[src/rtl/bus_pkg.sv]
// Shared definitions for the 16-bit peripheral bus: master FSM states, bus widths
// and register offsets of known slaves.
package bus_pkg;

    localparam int BUS_DATA_W          = 16;
    localparam int BUS_ADDR_W          = 8;
    localparam int BUS_TIMEOUT_DEFAULT = 255;

    // Interrupt controller register map
    localparam logic [7:0] INTCTRL_CTRL = 8'h02;
    localparam logic [7:0] INTCTRL_EN   = 8'h06;
    localparam logic [7:0] INTCTRL_STAT = 8'h0A;

    typedef enum logic [1:0] {
        IDLE = 2'd0,
        ARM  = 2'd1,
        BUS  = 2'd2,
        RESP = 2'd3
    } bus_state_e;

endpackage

[src/rtl/bus_watchdog.sv]
// Loadable up-counter with clear and enable; expire_o flags that the count has
// reached LIMIT-1. Used by bus_master to abort unacknowledged transactions.
module bus_watchdog
#(
    parameter int unsigned LIMIT = 255
) (
    input  logic        clk,
    input  logic        reset,
    input  logic        clear_i,
    input  logic        load_i,
    input  logic [15:0] load_val_i,
    input  logic        en_i,
    output logic        expire_o
);

    localparam logic [15:0] LAST = 16'(LIMIT - 1);

    logic [15:0] count_q;
    logic [15:0] count_d;

    always_comb begin
        count_d = count_q;
        if (clear_i) begin
            count_d = '0;
        end else if (load_i) begin
            count_d = load_val_i;
        end else if (en_i && (count_q != 16'hFFFF)) begin
            count_d = count_q + 16'd1;
        end
    end

    always_ff @(posedge clk or posedge reset) begin
        if (reset) begin
            count_q <= '0;
        end else begin
            count_q <= count_d;
        end
    end

    assign expire_o = (count_q == LAST);

endmodule

[src/rtl/bus_master.sv]
// bus_master: single-transaction initiator for the 16-bit peripheral bus.
// Define BUS_MASTER_TIMEOUT_EN to add the ack watchdog and timeout error responses.
module bus_master
    import bus_pkg::*;
#(
    parameter int ADDR_W         = BUS_ADDR_W,
    parameter int TIMEOUT_CYCLES = BUS_TIMEOUT_DEFAULT
) (
    input  logic                  clk,
    input  logic                  reset,
    input  logic                  cmd_valid,
    output logic                  cmd_ready,
    input  logic                  cmd_rw,
    input  logic [ADDR_W-1:0]     cmd_addr,
    input  logic [BUS_DATA_W-1:0] cmd_wdata,
    input  logic                  cmd_uds,
    input  logic                  cmd_lds,
    output logic                  rsp_valid,
    output logic [BUS_DATA_W-1:0] rsp_rdata,
    output logic                  rsp_err,
    output logic [ADDR_W-1:0]     addr,
    output logic [BUS_DATA_W-1:0] data_write,
    input  logic [BUS_DATA_W-1:0] data_read,
    output logic                  uds,
    output logic                  lds,
    output logic                  rw,
    output logic                  as,
    input  logic                  ack
);

    if (TIMEOUT_CYCLES < 2 || TIMEOUT_CYCLES > 65535) begin : g_bad_timeout
        $error("bus_master: TIMEOUT_CYCLES must lie in 2..65535");
    end

    bus_state_e            state_q, state_d;
    logic [ADDR_W-1:0]     addr_q, addr_d;
    logic [BUS_DATA_W-1:0] data_write_q, data_write_d;
    logic [BUS_DATA_W-1:0] rsp_rdata_q, rsp_rdata_d;
    logic                  uds_q, uds_d;
    logic                  lds_q, lds_d;
    logic                  rw_q, rw_d;
    logic                  as_q, as_d;
    logic                  rsp_valid_q, rsp_valid_d;
    logic                  rsp_err_q, rsp_err_d;
    logic                  cmd_ready_q, cmd_ready_d;
    logic                  timeout_hit;

`ifdef BUS_MASTER_TIMEOUT_EN
    // Counter is held at zero in IDLE and counts every ARM and BUS cycle.
    bus_watchdog #(
        .LIMIT      (TIMEOUT_CYCLES)
    ) u_watchdog (
        .clk        (clk),
        .reset      (reset),
        .clear_i    (state_q == IDLE),
        .load_i     (1'b0),
        .load_val_i (16'd0),
        .en_i       ((state_q == ARM) || (state_q == BUS)),
        .expire_o   (timeout_hit)
    );
`else
    assign timeout_hit = 1'b0;
`endif

    always_comb begin
        state_d      = state_q;
        addr_d       = addr_q;
        data_write_d = data_write_q;
        rsp_rdata_d  = rsp_rdata_q;
        uds_d        = uds_q;
        lds_d        = lds_q;
        rw_d         = rw_q;
        as_d         = as_q;
        rsp_err_d    = rsp_err_q;

        case (state_q)
            IDLE: begin
                if (cmd_valid) begin
                    addr_d       = cmd_addr;
                    data_write_d = cmd_wdata;
                    rw_d         = cmd_rw;
                    uds_d        = cmd_uds;
                    lds_d        = cmd_lds;
                    as_d         = 1'b1;
                    state_d      = ARM;
                end
            end
            // ack may still be asserted from the previous address here, so it is not looked at.
            ARM: state_d = BUS;
            BUS: begin
                if (ack || timeout_hit) begin
                    rsp_err_d   = ~ack;
                    rsp_rdata_d = (ack && rw_q) ? data_read : '0;
                    as_d        = 1'b0;
                    uds_d       = 1'b0;
                    lds_d       = 1'b0;
                    rw_d        = 1'b1;
                    state_d     = RESP;
                end
            end
            RESP:    state_d = IDLE;
            default: state_d = IDLE;
        endcase

        cmd_ready_d = (state_d == IDLE);
        rsp_valid_d = (state_d == RESP);
    end

    always_ff @(posedge clk or posedge reset) begin
        if (reset) begin
            state_q      <= IDLE;
            addr_q       <= '0;
            data_write_q <= '0;
            rsp_rdata_q  <= '0;
            uds_q        <= 1'b0;
            lds_q        <= 1'b0;
            rw_q         <= 1'b1;
            as_q         <= 1'b0;
            rsp_valid_q  <= 1'b0;
            rsp_err_q    <= 1'b0;
            cmd_ready_q  <= 1'b1;
        end else begin
            state_q      <= state_d;
            addr_q       <= addr_d;
            data_write_q <= data_write_d;
            rsp_rdata_q  <= rsp_rdata_d;
            uds_q        <= uds_d;
            lds_q        <= lds_d;
            rw_q         <= rw_d;
            as_q         <= as_d;
            rsp_valid_q  <= rsp_valid_d;
            rsp_err_q    <= rsp_err_d;
            cmd_ready_q  <= cmd_ready_d;
        end
    end

    assign cmd_ready  = cmd_ready_q;
    assign rsp_valid  = rsp_valid_q;
    assign rsp_rdata  = rsp_rdata_q;
    assign rsp_err    = rsp_err_q;
    assign addr       = addr_q;
    assign data_write = data_write_q;
    assign uds        = uds_q;
    assign lds        = lds_q;
    assign rw         = rw_q;
    assign as         = as_q;

endmodule

[config.mk]
export PLATFORM = sky130hd
export DESIGN_NAME = bus_master
export DESIGN_NICKNAME = d
export VERILOG_FILES = /design/src/rtl/bus_pkg.sv /design/src/rtl/bus_watchdog.sv /design/src/rtl/bus_master.sv
export SDC_FILE = /design/constraint.sdc
export NUM_CORES = 1
export LEC_CHECK = 0
export CORE_MARGIN = 2
export CORE_UTILIZATION = 30
export CTS_BUF_LIST = sky130_fd_sc_hd__clkbuf_4 sky130_fd_sc_hd__clkbuf_8
export CTS_CLUSTER_DIAMETER = 80
export DETAILED_ROUTE_END_ITERATION = 16
export GPL_ROUTABILITY_DRIVEN = 0
export GPL_TIMING_DRIVEN = 0
export PLACE_DENSITY = 0.69
export SYNTH_ARGS = -nofsm -noshare
export SYNTH_HDL_FRONTEND = slang
export SYNTH_SLANG_ARGS = --single-unit
[constraint.sdc]
create_clock -name clk -period 2.95 [get_ports clk]
set_input_delay 0.59 -clock clk [delete_from_list [all_inputs] [get_ports clk]]
set_output_delay 0.59 -clock clk [all_outputs]
set_load 0.03 [all_outputs]
==> summary.txt, run 1 <==
Status
  • Status: finished, violations left
  • Failing checks: DRC

Cells and area
  • Layout cell share with drive strength beyond 1: 15.8%
  • FILL cells: 586
  • Register area: 1230 µm²
  • Final Util: 49.0%
  • Finished Layout Cells: 336
  • Area Growth Syn to Fin: 56.6%
  • Combined area of the multi-input logic cells: 714 µm²
  • ANT cells: 0
  • Post-layout nets: 309

Power and ir drop
  • P_leak: 0.00144 µW
  • Maximum vdd drop: 0.567 mV
  • Power Density: 1130 nW/µm²
  • Final total power: 3570 µW

Timing
  • Final period utilization: 70.9%
  • Count of final hold-check violations: 0
  • Worst slew margin: 62.8%
  • RSZ-0062 raised after global routing: no
  • F_max: 0.478 GHz
  • Actual transition at the worst max-transition pin: 0.557 ns
  • TNS Setup: 0 ns
  • Worst Clk Skew: 0.00568 ns
  • WHS: 0.487 ns
  • Setup violations, final: 0
  • Fin. max-slew vios: 0
  • Tmin final: 2.09 ns

Worst setup path
  • CP Capture Type: primary output
  • CP Class: flip-flop to primary output
  • CP Max Fanout: 2
  • Max incr delay on CP: 0.68 ns
  • CP delay by family, top: buffers and inverters
  • Required time worst endpoint: 2.36 ns
  • Worst Setup Start Kind: flip-flop
  • Crit path buf inv count: 1
  • R2R Setup Slk: 1.41 ns
  • Critical path cell sequence: clkdlybuf4s50_1
  • CP Data Arrival Time: 1.50 ns
  • Slowest CP cell: clkdlybuf4s50_1

Synth
  • Post-synth top cells: dfrtp_1 (47), nand2_1 (34), mux2_4 (19)
  • Count leader, synth: dfrtp_1
  • Syn nets: 208
  • YS warnings: 0
  • Area of the mapped netlist: 2010 µm²
  • Top cell type's share of synthesized area: 58.5%
  • Sequential area share after synthesis: 61.1%
  • Synthesized flop and latch total: 49
  • Most common flop cell mapped by yosys: dfrtp_1
  • Synth area leaders: dfrtp_1 (58%), mux2_4 (14%), nand2_1 (6.3%)
  • Cell taking the most area after synthesis: dfrtp_1
  • Ys async rst share: 100%
  • Syn Inst Count: 158
  • Syn Area/Cell: 12.7 µm²
  • Number of synthesized flops with an enable pin: 0
  • Library cells used by synthesis: 23

Route
  • DR pass1 iterations: 10
  • Initial DRC count: 46
  • Drt drc: 6
  • Routed vias: 1,488
  • Antenna viol nets, final: 0
  • Vias per cell: 4.43
  • Routed WL: 4660 µm
  • Routed length per instance: 13.9 µm

Placement
  • Port Buffers: 93
  • DP HPWL: 3480 µm
  • Placed Cells: 329

Die
  • Die Width: 85.9 µm
  • Core Rows: 29
  • Initial Utilization: 31.3%
  • Die height: 85.9 µm
  • I/O pins: 94
  • Core area: 6420 µm²
  • Die footprint: 7370 µm²

GRT
  • GRT Total Usage: 13.5%
  • Grt total ovfl: 0
  • Pin count of the biggest net entering global routing: 26
  • Initial antenna violation count: 0
  • Vias in the first global route: 1,604
  • First-pass GRT wire length: 7760 µm

Clock network
  • Clk sinks: 49
  • CTS tree: done
  • Clk_lat worst skew: 0.29 ns
  • Clock root cell: clkbuf_8
  • Resized Gates After CTS: 0
  • CTS buffer count: 5
  • Clock slew at reported path FFs: 0.08 ns
  • Post-CTS Hold Fix Bufs: 0
  • Clock Path Buffers: 2
  • H-tree levels: 2
  • Setup Fix Bufs, Post-CTS: 0

Worst hold path
  • Tightest Hold Check Type: flip-flop to flip-flop

Run
  • Max_cap viols: 0
## cell usage in the layout (no fill, tap or decap)
| cell type | n |
|---|---|
| ha_1 | 3 |
| and2_1 | 2 |
| o22ai_1 | 1 |
| mux2_2 | 5 |
| nand2b_1 | 1 |
| a22oi_1 | 1 |
| clkdlybuf4s50_1 | 93 |
| a31oi_1 | 2 |
| inv_2 | 1 |
| clkbuf_1 | 3 |
| o2bb2ai_1 | 3 |
| inv_1 | 4 |
| o21ai_0 | 13 |
| o21ai_1 | 4 |
| clkbuf_8 | 6 |
| nand2_4 | 1 |
| nor2b_1 | 2 |
| dfstp_2 | 2 |
| buf_12 | 1 |
| dfrtp_1 | 47 |
| mux2_4 | 19 |
| a21oi_1 | 2 |
| buf_2 | 3 |
| mux2i_1 | 1 |
| nand2_1 | 34 |
| nor2_1 | 2 |
| clkbuf_4 | 1 |
| buf_6 | 2 |
## per-stage QoR
step	area [µm²]	setup slack (ns)
4_1_cts	3150	0.832
3_5_place_dp	3060	0.947
3_3_place_gp	3040	0.164
2_1_floorplan	2010	1.19
5_1_grt	3150	0.807
6_report	3150	0.858
## registers in the layout (all words and copies together), names as in the netlist, 2 cells and up
signal      count
addr            8
data_write     16
rsp_rdata      16
state_q         2
## where the power goes
group          internal [µW]  leakage, µW  total (µW)  switching, µW
Combinational            942     0.000803        2010           1070
Sequential               993     0.000593        1150            157
Clock                    196    0.0000477         409            213
## area by class of cell
cell class                 instances  share of cell area (%)
buffer                             8                    1.55
clock buffer                       7                    2.86
inverter                           5                   0.596
multi-input combinational         96                    22.7
sequential                        49                    39.0
tap                               77                    3.06
timing repair buffer              94                    30.2
## worst paths after layout
check                           start              to  cells past startpoint
setup / recovery                   rw              rw                      1
hold / removal                rsp_err         rsp_err                      1
min in group asynchronous       reset  data_write[10]                      2
setup reg to reg           state_q[0]   data_write[6]                      6
max in group asynchronous       reset              rw                      3
hold reg to reg               rsp_err         rsp_err                      1
## metal layers
metal	global-route usage, %	vias up	share of wire [%]
li1	-	729	-
met1	16.5	705	44
met2	21.9	48	47
met3	5.68	6	8.1
met4	3.46	0	1.0
met5	0	-	0
## kinds of logic (layout without fill, tap and decap cells)
logic type / Yosys count / in the layout / share of synthesized area (%)
multiplexers: 25 / 25 / 17.5
buffers and inverters: 13 / 114 / 3.36
AO/OA/AOI/OAI: 26 / 26 / 7.34
AND/OR/NAND/NOR: 42 / 42 / 8.84
flip-flops: 49 / 49 / 61.1
adder cells (fa/ha/maj): 3 / 3 / 1.87
(Power assumes the default switching activity.)
==> run 2: changes to the inputs <==
PLACE_DENSITY = 0.71   (was 0.69)
clock period = 1.8 ns   (was 2.95 ns; I/O delays follow)
==> run 2 against run 1 <==
Effect of this change: the run still ends with DRC left; utilization hardly changed; via count is 1.5% higher; sequential share of layout area hardly changed; count of clock-buffer cells in the layout is 1 higher; flip-flop and latch count stayed put; worst hold slack worse by 0.054 ns; total power is 64% higher; cell area hardly changed; register-to-register slack worse by 1.2 ns; clock power is 62% higher; critical path type unchanged; largest power group unchanged; highest routed layer unchanged.
==> summary.txt, run 2 (same netlist as run 1, synthesis figures left out) <==
Worst setup path
  • CP Capture Type: primary output
  • Critical path cell sequence: clkdlybuf4s50_1
  • CP Max Fanout: 3 (+1)
  • Critical R2R Launch: state_q[0]
  • Crit path buf inv count: 1 (unchanged)
  • Crit Reg-Reg Endpoint: rsp_rdata[7]
  • CP delay by family, top: buffers and inverters
  • R2R Setup Slk: 0.21 ns (-1.20 ns)
  • WP depth: 1 (unchanged)
  • Worst Setup Start Kind: flip-flop
  • Max incr delay on CP: 0.69 ns (about the same)
  • Required time worst endpoint: 1.44 ns (-0.92 ns)
  • CP Class: flip-flop to primary output
  • Slowest CP cell: clkdlybuf4s50_1
  • CP Data Arrival Time: 1.37 ns (-0.13 ns)
  • Setup crit start: uds
  • R2R depth: 6 (unchanged)
  • CP Capture Point: uds

Clock network
  • Setup Fix Bufs, Post-CTS: 0 (unchanged)
  • Clock slew at reported path FFs: 0.08 ns (about the same)
  • Clk sinks: 49 (unchanged)
  • CTS tree: done
  • Clock root cell: clkbuf_8
  • H-tree levels: 2 (unchanged)
  • Clock Path Buffers: 2 (unchanged)
  • Clk_lat worst skew: 0.29 ns (about the same)
  • CTS buffer count: 5 (unchanged)

Timing
  • WHS: 0.433 ns (-0.0543 ns)
  • RSZ-0062 raised after global routing: no
  • F_max: 0.578 GHz
  • Setup violations, final: 0 (unchanged)
  • Actual transition at the worst max-transition pin: 0.562 ns (+0.00538 ns)
  • Fin. max-slew vios: 0 (unchanged)
  • Worst slew margin: 62.5% (-0.36 points)
  • TNS Setup: 0 ns (unchanged)
  • Count of final hold-check violations: 0 (unchanged)
  • Worst Clk Skew: 0.00261 ns (-0.00307 ns)
  • Final period utilization: 96.2%
  • Tmin final: 1.73 ns

Die
  • Core Rows: 29 (unchanged)
  • Core area: 6420 µm² (unchanged)
  • I/O pins: 94 (unchanged)
  • Die Width: 85.9 µm (unchanged)
  • Die footprint: 7370 µm² (unchanged)
  • Initial Utilization: 31.3% (unchanged)
  • Die height: 85.9 µm (unchanged)

GRT
  • GRT Total Usage: 13.1% (-0.40 points)
  • Vias in the first global route: 1,530 (-4.6%)
  • Pin count of the biggest net entering global routing: 26 (unchanged)
  • Initial antenna violation count: 0 (unchanged)
  • Grt total ovfl: 0 (unchanged)
  • First-pass GRT wire length: 7580 µm (-2.3%)

Cells and area
  • Most frequent cells in the layout: clkdlybuf4s50_1 (91), dfrtp_1 (47), nand2_1 (34)
  • Leading cell type in the layout, fill and taps excluded: clkdlybuf4s50_1
  • Final Util: 49.0% (about the same)
  • FILL cells: 595 (+1.5%)
  • Register area: 1230 µm² (unchanged)
  • Layout cell share with drive strength beyond 1: 16.2% (+0.32 points)
  • Combined area of the multi-input logic cells: 714 µm² (unchanged)
  • Fin area: 3150 µm² (about the same)
  • Area Growth Syn to Fin: 56.5% (about the same)
  • Post-layout nets: 309 (unchanged)
  • ANT cells: 0 (unchanged)

Placement
  • DP HPWL: 3550 µm (+1.8%)
  • Port Buffers: 93 (unchanged)
  • Dpl cell area: 3060 µm² (unchanged)

Route
  • Routed WL: 4750 µm (+1.9%)
  • Initial DRC count: 38 (-17%)
  • Routed vias: 1,511 (+1.5%)
  • Drt drc: 7 (+1)
  • Antenna viol nets, final: 0 (unchanged)
  • Routed length per instance: 14.1 µm (+1.6%)
  • Vias per cell: 4.48 (+1.2%)
  • DR pass1 iterations: 11 (+1)

Power and ir drop
  • Power Density: 1860 nW/µm² (+64%)
  • P_leak: 0.00145 µW (+0.25%)
  • Final total power: 5860 µW (+64%)
  • Maximum vdd drop: 0.841 mV (+48%)

Run
  • Max_cap viols: 0 (unchanged)

Status
  • Failing checks: DRC
  • Status: finished, violations left

Worst hold path
  • Tightest Hold Check Type: primary input to async pin
## run 2: final cells by class
type | instances | share of cell area, %
well taps | 77 | 3.06
multi-input cells | 96 | 22.7
clock buffers | 8 | 2.90
inverters | 5 | 0.596
plain buffers | 8 | 1.55
flip-flops and latches | 49 | 39.0
repair buffers | 94 | 30.1
## run 2: where the power goes
group	total, µW	leakage, µW	internal (µW)	switching [µW]
clock network	663	0.0000498	322	341
registers	1900	0.000593	1630	267
logic	3300	0.000804	1530	1770
## run 2: per-layer routing
layer	global-route usage, %	wire length (µm)	vias to the layer above
li1	-	-	728
met1	16.8	2030	728
met2	20.8	2350	49
met3	4.72	321	6
met4	3.75	48	0
met5	0	0	-
## run 2: how the worst min path moves through the flow
stage | startpoint | to | slack, ns | cells past startpoint
2_1_floorplan | data_read[0] | rsp_rdata[0] | 0.50 | 2
3_3_place_gp | rsp_rdata[4] | rsp_rdata[4] | 0.46 | 2
3_5_place_dp | rsp_rdata[3] | rsp_rdata[3] | 0.47 | 2
4_1_cts | reset | data_write[3] | 0.44 | 2
5_1_grt | reset | data_write[11] | 0.48 | 2
6_report | reset | data_write[3] | 0.43 | 2
## run 2: per-stage QoR
stage | std cells | worst slack (ns)
after global routing | 337 | 0.0141
after detailed placement | 329 | 0.0420
after global placement | 328 | -0.769
after floorplan | 158 | 0.270
final | 337 | 0.0686
after CTS | 337 | 0.0600
## run 2: what timing repair did
action                                  4_1_cts  5_1_grt
gates resized for setup                       2        0
hold buffers                                  0        0
endpoints found under the setup margin        2        0
==> RTL edit (settings of run 2) <==
The option `BUS_MASTER_TIMEOUT_EN` is turned on by a define.
--- a/src/rtl/bus_master.sv
+++ b/src/rtl/bus_master.sv
@@ -1,4 +1,6 @@
 // bus_master: single-transaction initiator for the 16-bit peripheral bus.
 // Define BUS_MASTER_TIMEOUT_EN to add the ack watchdog and timeout error responses.
+`define BUS_MASTER_TIMEOUT_EN
+
 module bus_master
     import bus_pkg::*;
Formal check against the unedited RTL: no difference found for any inputs over 10 cycles, from zero or initial values and one cycle with reset high; that may be too few to reach the edited logic, so the function may still have changed.
==> RTL edit against run 2 <==
  * The flow finishes with violations (negative setup slack)
  * Core utilization is 1.0 points lower
  * Critical path depth is 6 higher
  * Maximum frequency fell by 4.7%
  * Cell area is 41% higher
  * Sequential cell count grew 16
  * Synthesized cell count is 49% higher
  * Sequential share of layout area is 2.2 points lower
  * Total power increased by 32%
  * Setup slack worse by 0.084 ns
  * Global-route usage up 0.86 points
  * Via count is 55% higher
  * Synthesized area increased by 42%
  * Wire length is 55% higher
  * Critical endpoint is now u_watchdog.count_q[7]
  * Largest cell class unchanged
==> RTL edit: results (changes against run 2) <==
| Metric | Value |
|---|---|
| Status | finished, violations left (unchanged) |
| Violated checks | negative setup slack (was design-rule violations) |
| Comb group | 3.85 mW (was 3.30 mW) |
| Fill cell count | 818 (was 595) |
| GRT Util Overall | 0.1394 (was 0.1307) |
| Synthesized-area fraction occupied by adder cells | 0.01751 (was 0.01867) |
| Sum of negative setup slack | -0.02505 ns (was 0 ns) |
| Largest stage delay, worst path | 0.48 ns (was 0.69 ns) |
| Final Setup Violations | 3 (was 0) |
| Destination of the worst register-to-register timing path | u_watchdog.count_q[7] (was rsp_rdata[7]) |
| Fraction of layout instances using a drive strength above 1 | 0.2479 (was 0.1615) |
| Synth Area in Compound Gates | 0.1392 (was 0.07343) |
| Number of buffers added by the clock tree synthesis step | 9 (was 5) |
| Worst skew pair latency | 0.35 ns (was 0.29 ns) |
| Largest fanout on the critical path | 9 (was 3) |
| Detailed Route Iter0 Violations | 95 (was 38) |
| Number of unique standard cell types used by synthesis | 44 (was 23) |
| Estimated wirelength of the detail-placed design | 5030 microns (was 3547 microns) |
| Met2 WL | 3735 microns (was 2349 microns) |
| Post-Synthesis Net Count | 287 (was 208) |
| Xor and xnor area share after synthesis | 0.003063 (was 0) |
| Routed WL per cell | 15.34 microns (was 14.09 microns) |
| Final WS setup | -0.01583 ns (was 0.06864 ns) |
| Net switching power of the design | 2.988 mW (was 2.373 mW) |
| Synth top area cells | sky130_fd_sc_hd__dfrtp_1 (55%), sky130_fd_sc_hd__mux2_2 (9.8%), sky130_fd_sc_hd__a22o_1 (5.2%) (was sky130_fd_sc_hd__dfrtp_1 (58%), sky130_fd_sc_hd__mux2_4 (14%), sky130_fd_sc_hd__nand2_1 (6.3%)) |
| Leakage component of the power | 1.950 nW (was 1.447 nW) |
| CP max stage cell | sky130_fd_sc_hd__or4_4 (was sky130_fd_sc_hd__clkdlybuf4s50_1) |
==> RTL edit: changes by cell type after synthesis, sizes merged, moves of 5 or more <==
cell / run 2 / this run
nand2: 35 / 7
nand3: 0 / 7
o21ai: 17 / 8
a21oi: 2 / 10
nand4: 0 / 9
a22o: 0 / 17
inv: 5 / 14
or3: 0 / 5
nor2: 2 / 12
dfrtp: 47 / 63
==> RTL edit: metrics by stage <==
| stage | util | total power, mW | hold slack [ns] | worst slack, ns |
|---|---|---|---|---|
| floorplan | - | 4.469 | 0.4487 | 0.03173 |
| global placement | 0.4282 | 5.815 | 0.4867 | -0.4285 |
| detailed placement | 0.4303 | 5.887 | 0.4920 | -0.4540 |
| CTS | 0.4657 | 7.571 | 0.5039 | 0.003170 |
| global route | 0.4798 | 8.157 | 0.5142 | -0.09464 |
| finish | 0.4798 | 7.733 | 0.4893 | -0.01583 |
==> RTL edit: per-layer routing <==
layer  track usage  vias up
met2        0.2308       75
met1        0.1643     1160
li1              -     1101
met4       0.05821        0
met3       0.04900       11
met5             0        -
==> RTL edit: what timing repair did <==
action	4_1_cts	5_1_grt
endpoints found under the setup margin	48	58
buffers inserted	3	3
resized for setup	16	31
pin swaps	3	9
gates cloned	0	2
==> RTL edit: layout make-up <==
cell class                      instances  area, sq um  area share
Sequential cell                        65         1633      0.3683
Clock inverter                          7        125.1     0.02822
Multi-Input combinational cell        147         1227      0.2769
Inverter                               14        56.30     0.01270
Clock buffer                            9        123.9     0.02794
Tap cell                              129        161.4     0.03641
Buffer                                  8        65.06     0.01468
Timing Repair Buffer                  101         1041      0.2348
==> RTL edit: kinds of logic after synthesis <==
group | after synthesis
AO/OA/AOI/OAI | 53
XOR/XNOR | 1
adder cells (fa/ha/maj) | 4
buffers and inverters | 25
flip-flops | 65
multiplexers | 26
AND/OR/NAND/NOR | 62
